[config.mk]
export PLATFORM = sky130hd
export DESIGN_NAME = pc_sequencer
export DESIGN_NICKNAME = d
export VERILOG_FILES = /design/src/rtl/pc_sequencer_pkg.sv /design/src/rtl/pcseq_perf_cnt.sv /design/src/rtl/pc_sequencer.sv
export SDC_FILE = /design/constraint.sdc
export NUM_CORES = 1
export LEC_CHECK = 0
export CAP_MARGIN = 20
export CELL_PAD_IN_SITES_DETAIL_PLACEMENT = 0
export CELL_PAD_IN_SITES_GLOBAL_PLACEMENT = 2
export CORE_ASPECT_RATIO = 0.5
export CORE_MARGIN = 2
export CORE_UTILIZATION = 24
export DETAILED_ROUTE_END_ITERATION = 8
export GPL_ROUTABILITY_DRIVEN = 0
export PLACE_DENSITY_LB_ADDON = 0.2
export SLEW_MARGIN = 10
export SYNTH_ARGS = -nofsm -noshare
export SYNTH_HDL_FRONTEND = slang
export SYNTH_SLANG_ARGS = --single-unit
[constraint.sdc]
create_clock -name clk -period 2.8 [get_ports clk]
set_input_delay 0.28 -clock clk [delete_from_list [all_inputs] [get_ports clk]]
set_output_delay 0.28 -clock clk [all_outputs]
set_load 0.05 [all_outputs]
[src/rtl/pc_sequencer_pkg.sv]
// Shared definitions for the next-PC sequencer: default vectors, the
// next-PC source encoding (visible on the internal src signal for debug)
// and a small classification helper.
package pc_sequencer_pkg;

    localparam logic [31:0] RESET_PC_DEF   = 32'h0000_3000;
    localparam logic [31:0] HANDLER_PC_DEF = 32'h0000_4180;
    localparam logic [31:0] PC_STEP        = 32'd4;

    // Where npc comes from this cycle, highest priority first: EXC, ERET,
    // HOLD (stall), PEND (latched redirect), REDIR (live redirect), SEQ.
    typedef enum logic [2:0] {
        SRC_SEQ   = 3'd0,
        SRC_REDIR = 3'd1,
        SRC_PEND  = 3'd2,
        SRC_EXC   = 3'd3,
        SRC_ERET  = 3'd4,
        SRC_HOLD  = 3'd5
    } npc_src_e;

    // True when npc takes a branch/jump target, live or latched.
    function automatic logic is_redirect(npc_src_e src);
        return (src == SRC_REDIR) || (src == SRC_PEND);
    endfunction

endpackage

[src/rtl/pcseq_perf_cnt.sv]
// Saturating 32-bit event counter: counts enabled cycles and sticks at
// all-ones instead of wrapping. Synchronous active-high reset.
module pcseq_perf_cnt (
    input  logic        clk,
    input  logic        reset,
    input  logic        en_i,
    output logic [31:0] count_o
);

    logic [31:0] count_q;
    logic [31:0] count_d;

    // Advance while enabled, freeze once saturated.
    always_comb begin
        count_d = count_q;
        if (en_i && (count_q != 32'hFFFF_FFFF)) begin
            count_d = count_q + 32'd1;
        end
    end

    // Counter register, cleared by reset.
    always_ff @(posedge clk) begin
        if (reset) begin
            count_q <= '0;
        end else begin
            count_q <= count_d;
        end
    end

    assign count_o = count_q;

endmodule

[src/rtl/pc_sequencer.sv]
// Next-PC controller for the fetch unit of the 5-stage MIPS pipeline.
// Picks npc from exception entry, ERET return, stall hold, a redirect
// latched during a stall, a live D-stage redirect, or pc+4. Also drives
// the PC stall, the F/D flush and the registered delay-slot flag for CP0.
// Optional build macro PCSEQ_PERF_EN adds saturating perf counters
// perf_redir, perf_stall and perf_exc.
module pc_sequencer
    import pc_sequencer_pkg::*;
#(
    parameter logic [31:0] RESET_PC   = RESET_PC_DEF,
    parameter logic [31:0] HANDLER_PC = HANDLER_PC_DEF
) (
    input  logic        clk,
    input  logic        reset,
    input  logic [31:0] pc,
    input  logic        stall_req,
    input  logic        cti_d,
    input  logic        redir_d,
    input  logic [31:0] redir_target_d,
    input  logic        exc_req,
    input  logic        eret_req,
    input  logic [31:0] epc,
    output logic [31:0] npc,
    output logic        pc_stall,
    output logic        flush_fd,
    output logic        bd_f
`ifdef PCSEQ_PERF_EN
    ,
    output logic [31:0] perf_redir,
    output logic [31:0] perf_stall,
    output logic [31:0] perf_exc
`endif
);

    npc_src_e    src;
    logic        pend_v_q,  pend_v_d;
    logic [31:0] pend_pc_q, pend_pc_d;
    logic        bd_q,      bd_d;

    // Select the npc source by fixed priority.
    always_comb begin
        if (exc_req) begin
            src = SRC_EXC;
        end else if (eret_req) begin
            src = SRC_ERET;
        end else if (stall_req) begin
            src = SRC_HOLD;
        end else if (pend_v_q) begin
            src = SRC_PEND;
        end else if (redir_d) begin
            src = SRC_REDIR;
        end else begin
            src = SRC_SEQ;
        end
    end

    // Next state: keep a redirect seen during a stall, drop it once used
    // or on exception/ERET; the BD flag follows cti_d only on free cycles.
    always_comb begin
        // NOTE: every comb output gets a default first so no path leaves it
        // unassigned, which would otherwise infer a latch.
        pend_v_d  = pend_v_q;
        pend_pc_d = pend_pc_q;
        bd_d      = bd_q;
        unique case (src)
            SRC_EXC, SRC_ERET: begin
                pend_v_d = 1'b0;
                bd_d     = 1'b0;
            end
            SRC_HOLD: begin
                // The first redirect of a stall wins; re-assertions of the
                // same branch while it is held are ignored.
                if (redir_d && !pend_v_q) begin
                    pend_v_d  = 1'b1;
                    pend_pc_d = redir_target_d;
                end
            end
            default: begin
                pend_v_d = 1'b0;
                bd_d     = cti_d;
            end
        endcase
    end

    // Output decode from the selected source; reset forces the boot vector.
    always_comb begin
        npc      = pc + PC_STEP;
        pc_stall = 1'b0;
        flush_fd = 1'b0;
        if (reset) begin
            npc = RESET_PC;
        end else begin
            unique case (src)
                SRC_EXC: begin
                    npc      = HANDLER_PC;
                    flush_fd = 1'b1;
                end
                SRC_ERET: begin
                    npc      = epc;
                    flush_fd = 1'b1;
                end
                SRC_HOLD: begin
                    npc      = pc;
                    pc_stall = 1'b1;
                end
                SRC_PEND:  npc = pend_pc_q;
                SRC_REDIR: npc = redir_target_d;
                default:   npc = pc + PC_STEP;
            endcase
        end
    end

    // State register with synchronous reset.
    always_ff @(posedge clk) begin
        // NOTE: reset is sampled on the clock edge (synchronous), and all
        // sequential state uses non-blocking assignments so every register
        // sees pre-edge values regardless of statement order.
        if (reset) begin
            pend_v_q  <= 1'b0;
            pend_pc_q <= '0;
            bd_q      <= 1'b0;
        end else begin
            pend_v_q  <= pend_v_d;
            pend_pc_q <= pend_pc_d;
            bd_q      <= bd_d;
        end
    end

    // bd_q may hold anything before the first reset edge; mask it.
    assign bd_f = bd_q & ~reset;

`ifdef PCSEQ_PERF_EN
    pcseq_perf_cnt u_cnt_redir (
        .clk     (clk),
        .reset   (reset),
        .en_i    (is_redirect(src)),
        .count_o (perf_redir)
    );

    pcseq_perf_cnt u_cnt_stall (
        .clk     (clk),
        .reset   (reset),
        .en_i    (pc_stall),
        .count_o (perf_stall)
    );

    pcseq_perf_cnt u_cnt_exc (
        .clk     (clk),
        .reset   (reset),
        .en_i    (exc_req),
        .count_o (perf_exc)
    );
`endif

endmodule

==> impl_metrics.csv <==
group,metric,value,unit
run_status,outcome,"finished, final reports clean",
timing,worst_pin_slew,0.707,ns
drt,via_per_inst,5.05,
global_routing,busiest_layer,"met2",
finish,area_delta_synth_final,65.3,%
critical_path,worst_ep_arrival_time,2.36,ns
critical_path,cp_common_cell,"nand4_1",
yosys,synthesis.yosys.warnings,0,
critical_path,cpPeakStageDelay,0.53,ns
yosys,synthFlopType,"dfxtp_1",
cts,max-clock-path-buffers,2,
finish,fillerInstances,1335,
cts,root_buffer,"clkbuf_16",
floorplan,rows,29,
yosys,synth.area.top_cells,"dfxtp_1, nand2_1, a21oi_1",
timing,rsz0062_at_grt,"false",
drt,drt_iter0_markers,224,
yosys,syn-num-nets,559,
yosys,ys_ff_latch,34,
global_routing,grt_overflow,0,
yosys,synth.distinct_cells,40,
yosys,yosysTopAreaCell,"dfxtp_1",
cts,cts.reportedPaths.clkPinSlew,0.06,ns
global_routing,grt_max_degree,40,
critical_path,cp.buffers_inverters,3,
pwr,p_leak,1.82,nW
critical_path,crit_chain,"clkdlybuf4s50_1 > nand4_1 > nor3_4 > buf_12 > nand4_1 > xor2_1 > a2111oi_2 > buf_4",
pwr,power.density,332,mW/mm^2
drt,routed_wl,13400,um
timing,finalMaxSlewViolations,0,
timing,setup_viol,0,
finish,fin_nets,701,
hold_path,hold_path.class,"in -> reg",
cts,insertion_delay,0.29,ns
floorplan,core,0.0128,mm^2
drt,firstDrtPassIters,5,
drt,drc,0,
critical_path,cp.required,2.52,ns
timing,hold_violations,0,
yosys,ys_seq_area_frac,0.213,
drt,wl_per_cell,17.5,um
finish,fin_util,0.412,
place,place.port_buffers,137,
drt,ant_nets,0,
cts,cts_buffers,5,
finish,layout_common_cells,"clkdlybuf4s50_1, nand2_1, buf_4",
pwr,ir_drop,0.175,mV
global_routing,antenna_found_initial,0,
yosys,syn_inst,455,
timing,fin_skew,0.00279,ns
timing,relSlewSlack,0.529,
timing,fin_crit,2.64,ns
critical_path,startpoint_type,"primary input",
finish,num_antenna_cells,0,
floorplan,die_w,167,um
job,maxCapViolCount,0,
yosys,syn_area,0.00319,mm^2
place,dp_hpwl,9800,um
global_routing,met3_usage,0.0429,
timing,setup_tns,0,ns
yosys,synth_top_cell_area_share,0.213,
pwr,total_power,0.00175,W
critical_path,cp_max_fo,8,
global_routing,grt_pass1_vias,3851,
global_routing,met1_usage,0.260,
floorplan,pin_count,138,
cts,htree_levels,2,
timing,fmax,379,MHz
cts,cts_hold_buf,0,
critical_path,crit_type,"in -> out",
critical_path,cp_top_family,"buffers and inverters",
drt,vias,3878,
floorplan,die_h,85.5,um
global_routing,grt_usage,0.187,
yosys,syn_area_per_cell,7.01,um^2
timing,period_share,0.942,
floorplan,dieArea,0.0143,mm^2
yosys,synth_edf_count,0,
critical_path,worstSetupEndpointType,"output port",
global_routing,global_route.usage.met2,0.303,
yosys,async_reset_ff_frac,0,
floorplan,initial_utilization,0.249,
critical_path,cpMaxStageDelayCell,"clkdlybuf4s50_1",
global_routing,grt_pass1_wl,21300,um
cts,cts_tree,"built",
finish,final_common_cell,"clkdlybuf4s50_1",
finish,drive_gt1_frac,0.186,
cts,cts_num_sinks,34,
[where the power goes]
group | switching [W] | internal (W)
clock | 0.000240 | 0.000353
sequential | 0.00000552 | 0.000494
combinational | 0.000342 | 0.000317
[synth_stat cells (all sizes together), types with 15 or more instances]
master  number
inv         19
nor2b       17
a221oi      24
a211oi      25
xor2        21
buf         17
nor2        38
a21oi       43
dfxtp       34
nand2       78
clkbuf      26
a22oi       15
[layout make-up]
| class | instances | area (um^2) | share of cell area |
|---|---|---|---|
| clock buffers | 6 | 139 | 0.0263 |
| repair buffers | 178 | 1890 | 0.358 |
| multi-input cells | 359 | 2270 | 0.430 |
| well taps | 170 | 213 | 0.0403 |
| clock inverters | 2 | 12.5 | 0.00237 |
| flip-flops and latches | 34 | 681 | 0.129 |
| inverters | 19 | 71.3 | 0.0135 |
[per-layer routing]
layer / part of all wire / up-vias
met5: 0 / -
met4: 0.0063 / 0
met3: 0.051 / 6
met2: 0.46 / 99
met1: 0.48 / 1842
li1: - / 1931
[kinds of logic after synthesis]
| group | Yosys count | share of synthesized area |
|---|---|---|
| xor gates and xnor gates | 28 | 0.0769 |
| and+or+nand+nor | 194 | 0.297 |
| AOI/OAI and AO/OA | 135 | 0.321 |
| adders and majority gates | 1 | 0.00392 |
| buffers and inverters | 62 | 0.0843 |
| muxes | 1 | 0.00314 |
| DFF | 34 | 0.213 |
[path summary, 6_finish.rpt]
| kind | startpoint | endpoint | slack, ns | cells past startpoint |
|---|---|---|---|---|
| min | reset | pend_pc_q[1]$_SDFFE_PP0P_ | 0.28 | 2 |
| max reg2reg | pend_v_q$_SDFFE_PN0P_ | pend_pc_q[30]$_SDFFE_PP0P_ | 1.14 | 4 |
| max | pc[6] | npc[27] | 0.16 | 8 |
| min reg2reg | pend_pc_q[25]$_SDFFE_PP0P_ | pend_pc_q[25]$_SDFFE_PP0P_ | 0.45 | 2 |
[per-stage QoR]
stage	worst slack, ns	instances	instance area [um^2]	hold WS (ns)
finish	0.161	768	5270	0.281
global placement	0.117	760	5110	0.443
global route	0.0149	768	5270	0.290
CTS	0.0844	768	5270	0.278
detailed placement	0.0879	760	5110	0.447
floorplan	0.0192	455	3200	0.416
[registers in the layout, summed over array words and instances, names as in the netlist]
register / flops
pend_v_q: 1
pend_pc_q: 32
bd_q: 1
[timing repair]
item / CTS / global route
resized for setup: 0 / 3
setup buffers: 0 / 0
setup endpoints to repair: 0 / 7
hold endpoints to repair: 0 / 0
Power figures use the tool's default switching activity.
